$ cat src/rtl/multi_divisor_counter.sv
// Free-running modulo counter with NUM_DIV runtime-loadable divisibility channels.
// Latency: flags are combinational from registered state, zero cycles relative to count.
// Backpressure: none; en low freezes all state, cfg_load restarts the count.
module multi_divisor_counter #(
  parameter int unsigned                 WIDTH    = 8,
  parameter int unsigned                 NUM_DIV  = 2,
  parameter int unsigned                 DEF_LEN  = 100,
  parameter logic [NUM_DIV*WIDTH-1:0]    DEF_DIVS = {8'd5, 8'd3}
) (
  input  logic                       clk,
  input  logic                       resetn,
  input  logic                       en,
  input  logic                       cfg_load,
  input  logic [WIDTH-1:0]           cfg_len,
  input  logic [NUM_DIV*WIDTH-1:0]   cfg_div,
  output logic [WIDTH-1:0]           count,
  output logic [NUM_DIV-1:0]         hit,
  output logic                       all_hit,
  output logic                       any_hit,
  output logic                       last
);

  localparam logic [WIDTH-1:0] DEF_LEN_W = WIDTH'(DEF_LEN);
  localparam logic [WIDTH-1:0] ONE       = WIDTH'(1);

  logic [WIDTH-1:0] len_q;
  logic [WIDTH-1:0] div_q [NUM_DIV];
  logic [WIDTH-1:0] res_q [NUM_DIV];
  logic [WIDTH-1:0] len_eff;
  logic             at_end;
  logic             active_any;
  logic             all_ok;

  // A period of 0 behaves like 1: the count is pinned at 0 and every cycle is the last.
  assign len_eff = (len_q == '0) ? ONE : len_q;
  assign at_end  = (count == len_eff - ONE);
  assign last    = at_end;

  // Counter, period, divisors and per-channel residues; load beats enable beats wrap.
  always_ff @(posedge clk or negedge resetn) begin
    if (!resetn) begin
      count <= '0;
      len_q <= DEF_LEN_W;
      for (int i = 0; i < int'(NUM_DIV); i++) begin
        div_q[i] <= DEF_DIVS[i*WIDTH +: WIDTH];
        res_q[i] <= '0;
      end
    end else if (cfg_load) begin
      count <= '0;
      len_q <= cfg_len;
      for (int i = 0; i < int'(NUM_DIV); i++) begin
        div_q[i] <= cfg_div[i*WIDTH +: WIDTH];
        res_q[i] <= '0;
      end
    end else if (en) begin
      if (at_end) begin
        // Wrapping to 0 makes every residue 0, whatever the divisor.
        count <= '0;
        for (int i = 0; i < int'(NUM_DIV); i++) begin
          res_q[i] <= '0;
        end
      end else begin
        count <= count + ONE;
        // Inactive channels (divisor 0) free-run their residue; hit masks them out.
        for (int i = 0; i < int'(NUM_DIV); i++) begin
          res_q[i] <= (res_q[i] == div_q[i] - ONE) ? '0 : res_q[i] + ONE;
        end
      end
    end
  end

  // Per-channel hits and the reductions over channels whose divisor is nonzero.
  always_comb begin
    hit        = '0;
    active_any = 1'b0;
    all_ok     = 1'b1;
    for (int i = 0; i < int'(NUM_DIV); i++) begin
      hit[i] = (div_q[i] != '0) && (res_q[i] == '0);
      if (div_q[i] != '0) begin
        active_any = 1'b1;
        if (!hit[i]) begin
          all_ok = 1'b0;
        end
      end
    end
  end

  assign all_hit = active_any && all_ok;
  assign any_hit = |hit;

endmodule
$ cat config.mk
export PLATFORM = sky130hd
export DESIGN_NAME = multi_divisor_counter
export DESIGN_NICKNAME = d
export VERILOG_FILES = /design/src/rtl/multi_divisor_counter.sv
export SDC_FILE = /design/constraint.sdc
export NUM_CORES = 1
export LEC_CHECK = 0
export BUFFER_PORTS_ARGS = -buffer_cell sky130_fd_sc_hd__buf_2
export CORE_ASPECT_RATIO = 0.7
export CORE_MARGIN = 3
export CORE_UTILIZATION = 63
export CTS_CLUSTER_SIZE = 10
export DETAILED_ROUTE_END_ITERATION = 6
export HOLD_SLACK_MARGIN = 0.06
export PLACE_DENSITY = 0.89
export SYNTH_ARGS = -nofsm -noshare
export SYNTH_HDL_FRONTEND = slang
export SYNTH_SLANG_ARGS = --single-unit
export TNS_END_PERCENT = 100
$ cat constraint.sdc
create_clock -name clk -period 6.6 [get_ports clk]
set_clock_uncertainty 0.05 [all_clocks]
set_input_delay 0.99 -clock clk [delete_from_list [all_inputs] [get_ports clk]]
set_output_delay 0.99 -clock clk [all_outputs]
set_load 0.05 [all_outputs]
# Word-level counts from Yosys, hierarchy flattened
# Cells that the tools add are included.
# word_totals
reg_bits	48
in_bits	28
# classes
addsub	6
eq_ne	3
n_mux	15
reduce_logical	10
# ops
op	count
16-bit two-way mux	3
8-bit two-way mux	6
8-bit by 1-bit adder with 8-bit output (second input constant)	3
8-bit == test	3
8-bit logical NOT	3
8-bit by 1-bit subtractor with 8-bit output (second input constant)	3
8-bit nonzero test	2
1-bit two-way mux	6
1-bit logical AND	3
2-bit nonzero test	1
2-bit OR reduction	1

# Logic depth before layout (Yosys ltp)
# logic_depth
ltp_word	7
depth_mapped	10
depth_no_buf	9

# Worst setup path after synthesis
# Ideal clock, no wire load.
# synth_path
path_type	register -> output
start	register div_q[0] in the netlist's numbering
end	output port all_hit
arrival_time_ps	2775
required_ps	5560
setup_slack_ps	2785
stages_incl_launch_ff	9
path_buffers	0
cell_sequence	dfstp_2 -> inv_1 -> ha_1 -> or3b_4 -> or3_2 -> nor3_1 -> nor2_1 -> a21oi_1 -> a21oi_1
# synth_via
elab_chain_cells	5
# synth_rtl
item	line_no	text
from (decl)	27	logic [WIDTH-1:0] div_q [NUM_DIV];
from (signal, indexed assignment)	45	div_q[i] <= DEF_DIVS[i*WIDTH +: WIDTH];
from (signal, indexed assignment)	52	div_q[i] <= cfg_div[i*WIDTH +: WIDTH];
8-bit nonzero test	78	hit[i] = (div_q[i] != '0) && (res_q[i] == '0);
1-bit logical AND	78	
via hit[1]	17	output logic [NUM_DIV-1:0] hit,
1-bit two-way mux	81	if (!hit[i]) begin
1-bit two-way mux	79	if (div_q[i] != '0) begin
1-bit logical AND	88	assign all_hit = active_any && all_ok;
to (decl)	18	output logic all_hit,
# The timed path passes the listed nets, and every way through them passes these cells.

# Worst setup path in the final report
# layout_path
start	register len_q[3]
end	output port last
# layout_via
elab_chain_cells	4
# layout_rtl
item	line_no	text
from (decl)	26	logic [WIDTH-1:0] len_q;
from (signal assigned)	50	len_q <= cfg_len;
8-bit logical NOT	35	assign len_eff = (len_q == '0) ? ONE : len_q;
8-bit two-way mux *	35	
8-bit by 1-bit subtractor with 8-bit output *	36	assign at_end = (count == len_eff - ONE);
8-bit == test *	36	
to (decl)	20	output logic last
# Mark *: on every way between the ends. The rest lies on a longest branch, timed or not.

==> qor.yml <==
setup_path:
  critPathKind: "reg2out"
  crit_fanout: 28
  reg2reg_depth: 10
  start_kind: "flop"
  crit_start: "len_q[3]"
  crit_path_end: "last"
  worstReg2RegEnd: "res_q[12]"
  end_kind: "primary output"
  r2r_setup_slack_ns: 3.53
  reg2reg_from: "len_q[3]"
  arrival_ns: 3.20
  worstPathRequired_ns: 5.56
timing:
  tightest_slew_ns: 1.093
  tns_ns: 0
  hold_viol_final: 0
  setup_violations: 0
  maxSlewViolCount: 0
  rsz0062_at_grt: "false"
  min_period_ns: 4.244
  holdWs_ns: 0.5008
  max_freq_ghz: 0.2356
  fin_ws_ns: 2.356
  period_share: 0.6430
  slew_headroom: 0.2714
global_routing:
  grt_max_degree: 59
  grt_use_total: 0.2711
  grt_overflow_total: 0
  grt_pass1_wl_um: 13330
  grt_pass1_vias: 2824
  antenna_found_initial: 0
power_and_ir_drop:
  p_total_mw: 0.6699
  p_per_area_nw_per_um2: 183.9
  ir_worst_vdd_mv: 0.08966
  p_leak_nw: 1.466
floorplanning:
  die_x_um: 92.99
  core_um2: 4940
  std_cell_rows: 21
  die-area_um2: 6220
  start_util: 0.6755
  die_h_um: 66.89
  ios: 41
cells_and_area:
  drive_gt1_frac: 0.2294
  layout_common_cells: "dfrtp_1 (41), buf_2 (40), nand2b_1 (27), a21oi_1 (21)"
  num-nets-final: 424
  multiInputGateArea_um2: 2008
  antenna_cells: 0
  fin_util: 0.7373
  area_delta_synth_final_pct: 9.149
  nFillCells: 379
  seqCellArea_um2: 1210
  final_common_cell: "dfrtp_1"
yosys:
  async_reset_ff_frac: 1.000
  yosysUniqueCellTypes: 56
  yosysWarnings: 0
  synth_nets: 394
  synth_top_flop_cell: "dfrtp_1"
  yosysSeqAreaShare: 0.3626
  synth.avg_cell_area_um2: 9.347
  ys_ff_latch: 48
  mappedNetlistArea_um2: 3337
  postSynthCellCount: 357
  synth-edff-count: 0
placed_design:
  gp_routability_congestion: 0.9521
  dp_hpwl_um: 5443
  preCtsSetupSlack_ns: 2.747
  port_buffers: 40
route:
  vias_per_cell: 6.352
  wl_per_cell_um: 17.24
  postRouteAntennaNets: 0
  drc: 0
  vias: 2903
  drt_iter0_drc: 305
  wl_um: 7877
  firstDrtPassIters: 5
outcome:
  status: "finished clean"
clocking:
  cts_tree: "built"
  worstSkewPairLatency_ns: 0.30
  cts_resized: 0
  htree_levels: 2
  cts_made_buffers: 5
  postCtsHoldBufs: 0
  cts_root_buf: "clkbuf_8"
  numClockSinks: 48
  clk_path_buf_depth: 2
  postCtsSetupBuffers: 0
  clkTransAtPathRegs_ns: 0.09
hold_path:
  hold_class: "reg2reg"
job:
  drv_cap: 0
[logic make-up (layout without fill, tap and decap cells)]
group / count (synthesis) / count (layout) / synth area share
fa+ha+maj: 9 / 9 / 0.03375
flops: 48 / 48 / 0.3626
xor+xnor: 27 / 27 / 0.07649
compound gates: 83 / 83 / 0.1770
mux: 22 / 22 / 0.07274
buf+inv: 30 / 61 / 0.03562
simple gates: 138 / 138 / 0.2418
[per-stage QoR]
step,cell area (um^2),cells
after floorplan,3337,357
after global placement,3561,449
after detailed placement,3561,449
after CTS,3642,457
after global routing,3642,457
final,3642,457
[synth_stat cells (5+ instances only)]
master | n | area (um^2)
dfstp_2 | 7 | 183.9
dfrtp_1 | 41 | 1026
o2111ai_1 | 6 | 52.55
and3_1 | 6 | 37.54
xor2_1 | 8 | 70.07
nor3b_1 | 6 | 45.04
o211ai_1 | 11 | 82.58
nor3_1 | 12 | 60.06
nor2_1 | 15 | 56.30
a31oi_1 | 7 | 43.79
o221ai_1 | 6 | 52.55
mux2_2 | 18 | 202.7
ha_1 | 9 | 112.6
inv_1 | 11 | 41.29
nor2b_1 | 7 | 43.79
a21oi_1 | 21 | 105.1
o21ai_0 | 12 | 60.06
clkbuf_1 | 13 | 48.80
nand4_1 | 6 | 37.54
nand2b_1 | 27 | 168.9
buf_2 | 5 | 25.02
and2_1 | 9 | 56.30
nand3_1 | 11 | 55.05
xnor2_1 | 18 | 157.7
nand2_1 | 16 | 60.06
[routing by layer]
layer  vias up  global-route usage  routed length, um
li1       1369                   -                  -
met1      1392              0.3694               3477
met2       129              0.4422               3651
met3        13             0.05643                638
met4         0             0.06947                109
met5         -                   0                  0
[worst min path at each step]
stage             start        to  slack [ns]  depth (start not counted)
6_report       div_q[0]  div_q[0]        0.50                          2
5_1_grt        div_q[0]  div_q[0]        0.53                          2
4_1_cts        div_q[0]  div_q[0]        0.51                          2
3_5_place_dp   div_q[0]  div_q[0]        0.50                          2
3_3_place_gp   div_q[0]  div_q[0]        0.48                          2
2_1_floorplan  len_q[5]  len_q[5]        0.46                          2
[critical path, cell delays in order (launching register included)]
cell and delay [ns]:
dfrtp_1 0.44, nor4_2 0.46, a31oi_1 0.24, ha_1 0.28, nor3b_1 0.16, xnor2_1 0.14
nor3_1 0.30, o2111ai_2 0.16, buf_4 0.25, nor2_1 0.16, buf_2 0.29
[power by group]
group / switching (mW) / total (mW) / internal [mW]
Combinational: 0.0904 / 0.154 / 0.0632
Sequential: 0.0278 / 0.342 / 0.315
Clock: 0.0991 / 0.174 / 0.0747
Total: 0.217 / 0.670 / 0.452
[registers in the layout, indices dropped and copies added, names as in the netlist]
| signal | cells |
|---|---|
| div_q | 16 |
| res_q | 16 |
| count | 8 |
| len_q | 8 |
[final cells by class]
| class | count | share of cell area |
|---|---|---|
| clock buffers | 7 | 0.02096 |
| multi-input cells | 279 | 0.5514 |
| flip-flops and latches | 48 | 0.3322 |
| repair buffers | 42 | 0.05909 |
| well taps | 69 | 0.02370 |
| clock inverters | 1 | 0.001374 |
| inverters | 11 | 0.01134 |
(Power assumes the default switching activity.)
